### src/rtl/mem_bus_arbiter.sv
// Shares one SRAM-like bus between instruction fetch and data access, one transaction at a time.
// Latency: 4 cycles minimum per access (grant, address, wait, response); each bus wait cycle adds one.
// Backpressure: bus_req and all bus fields hold until bus_addr_ok; requesters see stall_* until their valid pulse.
module mem_bus_arbiter #(
    parameter int ADDR_W = 32,
    parameter int DATA_W = 32
) (
    input  logic                  clk,
    input  logic                  rst_n,
    input  logic                  i_req,
    input  logic [ADDR_W-1:0]     i_addr,
    output logic [DATA_W-1:0]     i_rdata,
    output logic                  i_valid,
    input  logic                  flush,
    input  logic                  d_req,
    input  logic                  d_we,
    input  logic [DATA_W/8-1:0]   d_wstrb,
    input  logic [ADDR_W-1:0]     d_addr,
    input  logic [DATA_W-1:0]     d_wdata,
    output logic [DATA_W-1:0]     d_rdata,
    output logic                  d_valid,
    output logic                  stall_if,
    output logic                  stall_mem,
    output logic                  bus_req,
    output logic                  bus_wr,
    output logic [DATA_W/8-1:0]   bus_wstrb,
    output logic [ADDR_W-1:0]     bus_addr,
    output logic [DATA_W-1:0]     bus_wdata,
    input  logic                  bus_addr_ok,
    input  logic                  bus_data_ok,
    input  logic [DATA_W-1:0]     bus_rdata
);
    localparam int STRB_W = DATA_W / 8;

    typedef enum logic [1:0] {
        S_IDLE,
        S_ADDR,
        S_WAIT,
        S_RESP
    } state_t;

    state_t              state;
    state_t              state_nxt;
    logic                owner_d;     // 1 = current transaction belongs to the data side
    logic                last_d;      // 1 = most recent grant went to the data side
    logic                drop;        // fetch result must be discarded after a flush
    logic                grant_d;
    logic                flush_hit;
    logic [ADDR_W-1:0]   addr_q;
    logic                wr_q;
    logic [STRB_W-1:0]   wstrb_q;
    logic [DATA_W-1:0]   wdata_q;
    logic [DATA_W-1:0]   i_rdata_q;
    logic [DATA_W-1:0]   d_rdata_q;

    // Data normally wins; fetch wins a tie when data took the previous grant, so loads cannot starve fetch.
    always_comb begin
        grant_d = d_req;
        if (d_req && i_req && last_d) begin
            grant_d = 1'b0;
        end
    end

    // A flush only matters while a fetch is still in flight on the bus.
    assign flush_hit = flush && !owner_d && (state == S_ADDR || state == S_WAIT);

    // State register.
    always_ff @(posedge clk or negedge rst_n) begin
        if (!rst_n) begin
            state <= S_IDLE;
        end else begin
            state <= state_nxt;
        end
    end

    // Next-state and handshake outputs; the address request is never withdrawn once issued.
    always_comb begin
        state_nxt = state;
        bus_req   = 1'b0;
        i_valid   = 1'b0;
        d_valid   = 1'b0;
        case (state)
            S_IDLE: if (i_req || d_req) state_nxt = S_ADDR;
            S_ADDR: begin
                bus_req = 1'b1;
                if (bus_addr_ok) state_nxt = S_WAIT;
            end
            S_WAIT: if (bus_data_ok) state_nxt = S_RESP;
            S_RESP: begin
                i_valid   = !owner_d && !drop;
                d_valid   = owner_d;
                state_nxt = S_IDLE;
            end
            default: state_nxt = S_IDLE;
        endcase
    end

    // Latch the granted request, owner and grant history; track the flush drop flag.
    always_ff @(posedge clk or negedge rst_n) begin
        if (!rst_n) begin
            owner_d <= 1'b0;
            last_d  <= 1'b0;
            drop    <= 1'b0;
            addr_q  <= '0;
            wr_q    <= 1'b0;
            wstrb_q <= '0;
            wdata_q <= '0;
        end else begin
            if (state == S_IDLE && (i_req || d_req)) begin
                owner_d <= grant_d;
                last_d  <= grant_d;
                if (grant_d) begin
                    addr_q  <= d_addr;
                    wr_q    <= d_we;
                    wstrb_q <= d_we ? d_wstrb : '0;
                    wdata_q <= d_wdata;
                end else begin
                    addr_q  <= i_addr;
                    wr_q    <= 1'b0;
                    wstrb_q <= '0;
                    wdata_q <= '0;
                end
            end
            if (flush_hit) begin
                drop <= 1'b1;
            end else if (state == S_RESP) begin
                drop <= 1'b0;
            end
        end
    end

    // Capture response data for the owner; a flushed fetch leaves i_rdata untouched.
    always_ff @(posedge clk or negedge rst_n) begin
        if (!rst_n) begin
            i_rdata_q <= '0;
            d_rdata_q <= '0;
        end else if (state == S_WAIT && bus_data_ok) begin
            if (owner_d) begin
                d_rdata_q <= bus_rdata;
            end else if (!(drop || flush_hit)) begin
                i_rdata_q <= bus_rdata;
            end
        end
    end

    assign bus_addr  = addr_q;
    assign bus_wr    = wr_q;
    assign bus_wstrb = wstrb_q;
    assign bus_wdata = wdata_q;
    assign i_rdata   = i_rdata_q;
    assign d_rdata   = d_rdata_q;
    assign stall_if  = i_req & ~i_valid;
    assign stall_mem = d_req & ~d_valid;

endmodule

### config.mk
export PLATFORM = sky130hd
export DESIGN_NAME = mem_bus_arbiter
export DESIGN_NICKNAME = d
export VERILOG_FILES = /design/src/rtl/mem_bus_arbiter.sv
export SDC_FILE = /design/constraint.sdc
export NUM_CORES = 1
export LEC_CHECK = 0
export CORE_UTILIZATION = 40
export DETAILED_ROUTE_END_ITERATION = 8
export DONT_BUFFER_PORTS = 1
export SLEW_MARGIN = 20
export SYNTH_ARGS = -nofsm -noshare
export SYNTH_HDL_FRONTEND = slang
export SYNTH_SLANG_ARGS = --single-unit
### constraint.sdc
create_clock -name clk -period 2.45 [get_ports clk]
set_clock_uncertainty 0.2 [all_clocks]
set_input_delay 0.245 -clock clk [delete_from_list [all_inputs] [get_ports clk]]
set_output_delay 0.245 -clock clk [all_outputs]
set_load 0.02 [all_outputs]
==> results of run 1 <==
-- cell families after synthesis --
| kind of cell | count (synthesis) |
|---|---|
| DFF | 137 |
| buffers and inverters | 33 |
| adders and majority gates | 5 |
| and+or+nand+nor | 74 |
| AOI/OAI and AO/OA | 110 |
| muxes | 65 |
-- through the flow --
stage                     setup WS, ps  instance area [sq um]  instances
after floorplan                    652                   5450        424
after global placement             199                   5580        579
after detailed placement          64.5                   5580        579
==> implementation parameters, run 1 <==
Parameter                              Value

Clock network
  H-tree depth reported by CTS    4
  Post_cts resized    0
  Number of buffers inserted for hold repair after clock tree synthesis    123
  Longest Clk Path Bufs    2
  Root buffer cell    sky130_fd_sc_hd__clkbuf_16
  Number of buffers created by CTS    17
  Post-CTS setup buffer count    0
  Clock sink count    137

Synthesis
  Dominant combinational cell family by area after synthesis    multiplexers
  Combined area of all synthesized cells    0.00545 sq mm
  Post-synth EDFFs    0
  Compound-Gate Fraction of Synth Area    0.134
  Commonest cells post-synth    sky130_fd_sc_hd__dfrtp_1 (137), sky130_fd_sc_hd__a21oi_1 (64), sky130_fd_sc_hd__mux2_2 (54), sky130_fd_sc_hd__a22o_1 (34)
  Yosys synthesis warning count    0
  Part of the Yosys area used for sequential elements    0.629
  Synth Area in Adders    0.0115
  Basic-gate share of the synthesized area counting and, or, nand and nor cells    0.0581
  Synthesized netlist net count    569
  Syn Area/Cell    12.9 sq um
  Synth top area share    0.629
  Predominant post-synthesis flop cell    sky130_fd_sc_hd__dfrtp_1
  Cell types occupying the most area after synthesis    sky130_fd_sc_hd__dfrtp_1 (63%), sky130_fd_sc_hd__mux2_2 (11%), sky130_fd_sc_hd__a21oi_1 (5.9%)
  Cells after synthesis    424
  Post-synthesis xor/xnor area fraction    0
  Cell variety after synth    28
  Share of async-settable or async-resettable flops after synthesis    1.00
  Most frequent cell after synthesis    sky130_fd_sc_hd__dfrtp_1
  Biggest area consumer among synthesized cells    sky130_fd_sc_hd__dfrtp_1
  Number of storage elements in the synthesis netlist    137
  Mux share of post-synthesis cell area    0.134

Placed design
  Routability Congestion    0.717
  Post-DP HPWL    8780 microns
  Number of port buffers    0

Floorplan
  Die Span X    119 microns
  Number of placement rows    42
  Initial core utilization    0.412
  Vertical extent of the die    119 microns
  Count of boundary I/O pins    278

Run status
  Error msg    [ERROR RSZ-0060] Max buffer count reached.
  Fail Step    clock tree synthesis (4_1_cts)
  Run status    stopped before the end
==> run 2, diff against run 1 <==
- CORE_UTILIZATION: 40 -> 25
- PLACE_DENSITY_LB_ADDON: default -> 0.15
==> implementation parameters, run 2 <==
Parameter                              Value

Run status
  Run status    finished, violations left
  Violations in the final reports    hold timing

STA
  Number of hold violations in the final report    137
  Slew @ Worst Pin    664 ps
  Time the final worst path needs with I/O delays and setup    2210 ps
  Number of pins with negative max-slew slack in the final report    0
  Unrepaired setup endpoints after global routing    false
  Worst max-slew margin expressed relative to the limit    0.556
  TNS Setup    0 ps
  Min setup slack post-route    235 ps
  Hold slack    -674 ps
  Final worst path period share    0.904
  Max Fclk    0.452 GHz
  Number of endpoints failing setup at the final stage    0

Clock network
  Post-CTS setup buffer count    0
  Clock transition at the registers of the reported paths    60 ps
  H-tree depth reported by CTS    4
  Clock sink count    137
  Number of buffers created by CTS    17
  Number of buffers inserted for hold repair after clock tree synthesis    135
  Root buffer cell    sky130_fd_sc_hd__clkbuf_16
  Clock latency of the later-clocked register in the worst-skew pair    410 ps
  Longest Clk Path Bufs    2
  Clock tree from TritonCTS    yes

Worst setup path
  Maximum cell stage delay along the critical path    450 ps
  Slowest stage cell, crit path    sky130_fd_sc_hd__mux2_1
  Cells along the critical path    inv_1 > ha_1 > nand2_1 > nand4_4 > mux2_1
  Critical path startpoint category    register
  Arrival time at the worst endpoint    2300 ps
  Critical Path Sink Type    register
  Critical path fanouts, max    16
  Critical path required time    2540 ps
  Critical Setup Path Class    register to register

Detailed routing
  Residual antenna-violating net count after detailed routing    0
  Average wire per cell in the routed design    17.9 microns
  Count of vias placed by the detailed router    3920
  Final routed wirelength across all metal layers    15100 microns
  Via-per-instance ratio    4.65
  DRC violation count after routing    0
  1st-iter DRT viols    114
  Length of the first detailed-routing pass in iterations    5

Floorplan
  Vertical extent of the die    150 microns
  Count of boundary I/O pins    278
  Full die area    0.0224 sq mm
  Number of placement rows    53
  Placeable core region    0.0212 sq mm
  Initial core utilization    0.257
  Die Span X    150 microns

Global routing
  Number of global-route vias before repair    4280
  GR Layer Usage met3    0.0476
  Total gr overflow    0
  Global-route usage over all layers    0.131
  Met2 Track Usage GR    0.223
  Top Usage Layer GRT    met2
  Met1 Track Usage GR    0.143
  First-pass GRT wire length    22300 microns
  Initial antenna violation count    0
  Maximum number of pins on one net before global-route repair    138

Final layout
  Count of antenna diodes in the layout    0
  Post-Layout Inst Area    0.00772 sq mm
  Share of final-layout standard cells stronger than drive strength 1    0.171
  Nets    701
  Top library cells by usage in the layout, fill and taps aside    sky130_fd_sc_hd__dfrtp_1 (137), sky130_fd_sc_hd__dlygate4sd3_1 (135), sky130_fd_sc_hd__a21oi_1 (64)
  Fillcell total    2018
  Area Overhead vs Synth    41.7%
  Most frequent standard cell in the layout excluding fill and tap cells    sky130_fd_sc_hd__dfrtp_1

Synthesis
  Commonest cells post-synth    sky130_fd_sc_hd__dfrtp_1 (137), sky130_fd_sc_hd__a21oi_1 (64), sky130_fd_sc_hd__mux2_2 (54), sky130_fd_sc_hd__a22o_1 (34)
  Cells after synthesis    424
  Syn Area/Cell    12.9 sq um
  Yosys synthesis warning count    0
  Cell types occupying the most area after synthesis    sky130_fd_sc_hd__dfrtp_1 (63%), sky130_fd_sc_hd__mux2_2 (11%), sky130_fd_sc_hd__a21oi_1 (5.9%)
  Post-synth EDFFs    0
  Synth top area share    0.629
  Biggest area consumer among synthesized cells    sky130_fd_sc_hd__dfrtp_1
  Predominant post-synthesis flop cell    sky130_fd_sc_hd__dfrtp_1
  Number of storage elements in the synthesis netlist    137
  Combined area of all synthesized cells    0.00545 sq mm
  Share of async-settable or async-resettable flops after synthesis    1.00
  Part of the Yosys area used for sequential elements    0.629
  Most frequent cell after synthesis    sky130_fd_sc_hd__dfrtp_1
  Synthesized netlist net count    569
  Cell variety after synth    28

Pwr
  Power density over cell area    1360 mW/mm^2
  Leakage    3.37 nW
  IR Drop Worst-Case VDD    427 uV

Placed design
  Area after detailed placement    0.00571 sq mm
  Post-DP HPWL    9380 microns
  Number of port buffers    0
  Worst slack after detailed placement    58.3 ps
  Routability Congestion    0.779

Min path
  Worst Hold Class    primary input to async pin

Run
  Max Cap Violations    0
## run 2: per-layer routing
layer	up-vias	share of wire
li1	1757	-
met1	1911	0.39
met2	226	0.49
met3	26	0.093
met4	0	0.026
met5	-	0
## run 2: kinds of logic after synthesis
| kind of cell | Yosys count | share of synthesized area |
|---|---|---|
| buffers and inverters | 33 | 0.0333 |
| AOI/OAI and AO/OA | 110 | 0.134 |
| DFF | 137 | 0.629 |
| and+or+nand+nor | 74 | 0.0581 |
| adders and majority gates | 5 | 0.0115 |
| muxes | 65 | 0.134 |
## run 2: layout make-up
type / count / area [sq um] / share of cell area
inverters: 5 / 18.8 / 0.00243
flip-flops and latches: 137 / 3430 / 0.444
clock buffers: 21 / 480 / 0.0622
repair buffers: 140 / 1410 / 0.183
clock inverters: 10 / 165 / 0.0214
multi-input cells: 255 / 1870 / 0.243
well taps: 275 / 344 / 0.0445
## run 2: path summary, 6_finish.rpt
kind / cells after the start / slack [ps] / endpoint / startpoint
max in group asynchronous: 0 / 2540 / bus_wdata[28] / rst_n
max: 5 / 240 / i_rdata[10] / state[0]
max reg2reg: 5 / 240 / i_rdata[10] / state[0]
min: 0 / -670 / i_rdata[24] / rst_n
min in group clk: 3 / 30 / state[0] / bus_addr_ok
min reg2reg: 1 / 370 / state[1] / state[1]
## run 2: where the power goes
part / total [mW] / internal [mW] / switching (mW)
combinational: 2.29 / 1.19 / 1.10
sequential: 5.41 / 3.32 / 2.09
clock: 2.78 / 1.81 / 0.966
total: 10.5 / 6.32 / 4.15
## run 2: repair_timing
action,in CTS,in global routing
resized for setup,0,1
setup endpoints to repair,0,31
hold endpoints to repair,272,137
## run 2: through the flow
stage	utilization	power, mW	instances
final	0.364	10.5	843
after global routing	0.364	11.1	843
after CTS	0.363	10.6	842
after detailed placement	0.269	7.53	676
after global placement	0.269	7.46	676
after floorplan	-	6.89	424
## run 2: worst max-delay path: cells and delay by family, from the launching register on
family,cells,cell delay (ps)
adders and majority gates,1,320
buffers and inverters,1,100
DFF,1,400
muxes,1,450
and+or+nand+nor,2,610
No activity file was read; power rests on OpenSTA's default activity.
==> run 3, diff against run 2 <==
- ABC_AREA: default -> 1
- CTS_BUF_LIST: default -> sky130_fd_sc_hd__clkbuf_2
==> implementation parameters, run 3 <==
Parameter                              Value

Floorplan
  Initial core utilization    0.254
  Vertical extent of the die    156 microns
  Count of boundary I/O pins    278
  Die Span X    156 microns
  Number of placement rows    56

Clock network
  Number of buffers inserted for hold repair after clock tree synthesis    201
  Post_cts resized    4
  Clock sink count    137
  Number of buffers created by CTS    17
  H-tree depth reported by CTS    4
  Root buffer cell    sky130_fd_sc_hd__clkbuf_2
  Post-CTS setup buffer count    0
  Longest Clk Path Bufs    2

Synthesis
  Syn Area/Cell    8.71 sq um
  Share of async-settable or async-resettable flops after synthesis    1.00
  Number of storage elements in the synthesis netlist    137
  Part of the Yosys area used for sequential elements    0.577
  Synthesized netlist net count    827
  Most frequent cell after synthesis    sky130_fd_sc_hd__nand2_1
  Cell variety after synth    23
  Commonest cells post-synth    sky130_fd_sc_hd__nand2_1 (279), sky130_fd_sc_hd__dfrtp_1 (137), sky130_fd_sc_hd__inv_1 (76), sky130_fd_sc_hd__o21ai_0 (63), sky130_fd_sc_hd__nand3_1 (37)
  Synth top area share    0.577
  Post-synth EDFFs    0
  Biggest area consumer among synthesized cells    sky130_fd_sc_hd__dfrtp_1
  Cell types occupying the most area after synthesis    sky130_fd_sc_hd__dfrtp_1 (58%), sky130_fd_sc_hd__nand2_1 (18%), sky130_fd_sc_hd__o21ai_0 (5.3%)
  Yosys synthesis warning count    0
  Cells after synthesis    682
  Combined area of all synthesized cells    0.00594 sq mm
  Predominant post-synthesis flop cell    sky130_fd_sc_hd__dfrtp_1

Placed design
  Number of port buffers    0
  Post-DP HPWL    10800 microns
  Routability Congestion    0.751

Run status
  Error msg    [ERROR RSZ-0060] Max buffer count reached.
  Fail Step    clock tree synthesis (4_1_cts)
  Run status    stopped before the end
run 3: cell count changes after synthesis, moves of 11 or more:
cell and delta:
sky130_fd_sc_hd__a22o_1 -34, sky130_fd_sc_hd__buf_4 +15, sky130_fd_sc_hd__nor2_1 -31, sky130_fd_sc_hd__o21ai_0 +63, sky130_fd_sc_hd__inv_1 +71, sky130_fd_sc_hd__mux2_2 -54, sky130_fd_sc_hd__nand2_1 +246, sky130_fd_sc_hd__mux2_1 -11
sky130_fd_sc_hd__nand3b_1 +32, sky130_fd_sc_hd__nand3_1 +36, sky130_fd_sc_hd__a21oi_1 -64
run 3: logic make-up after synthesis:
logic type / Yosys count / synth area share
and+or+nand+nor: 361 / 0.270
DFF: 137 / 0.577
buffers and inverters: 113 / 0.0866
AOI/OAI and AO/OA: 66 / 0.0558
adders and majority gates: 5 / 0.0105
run 3: through the flow:
step | setup slack [ps] | cells | hold WS (ps) | instance area (sq um)
floorplan | 619 | 682 | -251 | 5940
global placement | 420 | 969 | -248 | 6160
detailed placement | 254 | 969 | -249 | 6160
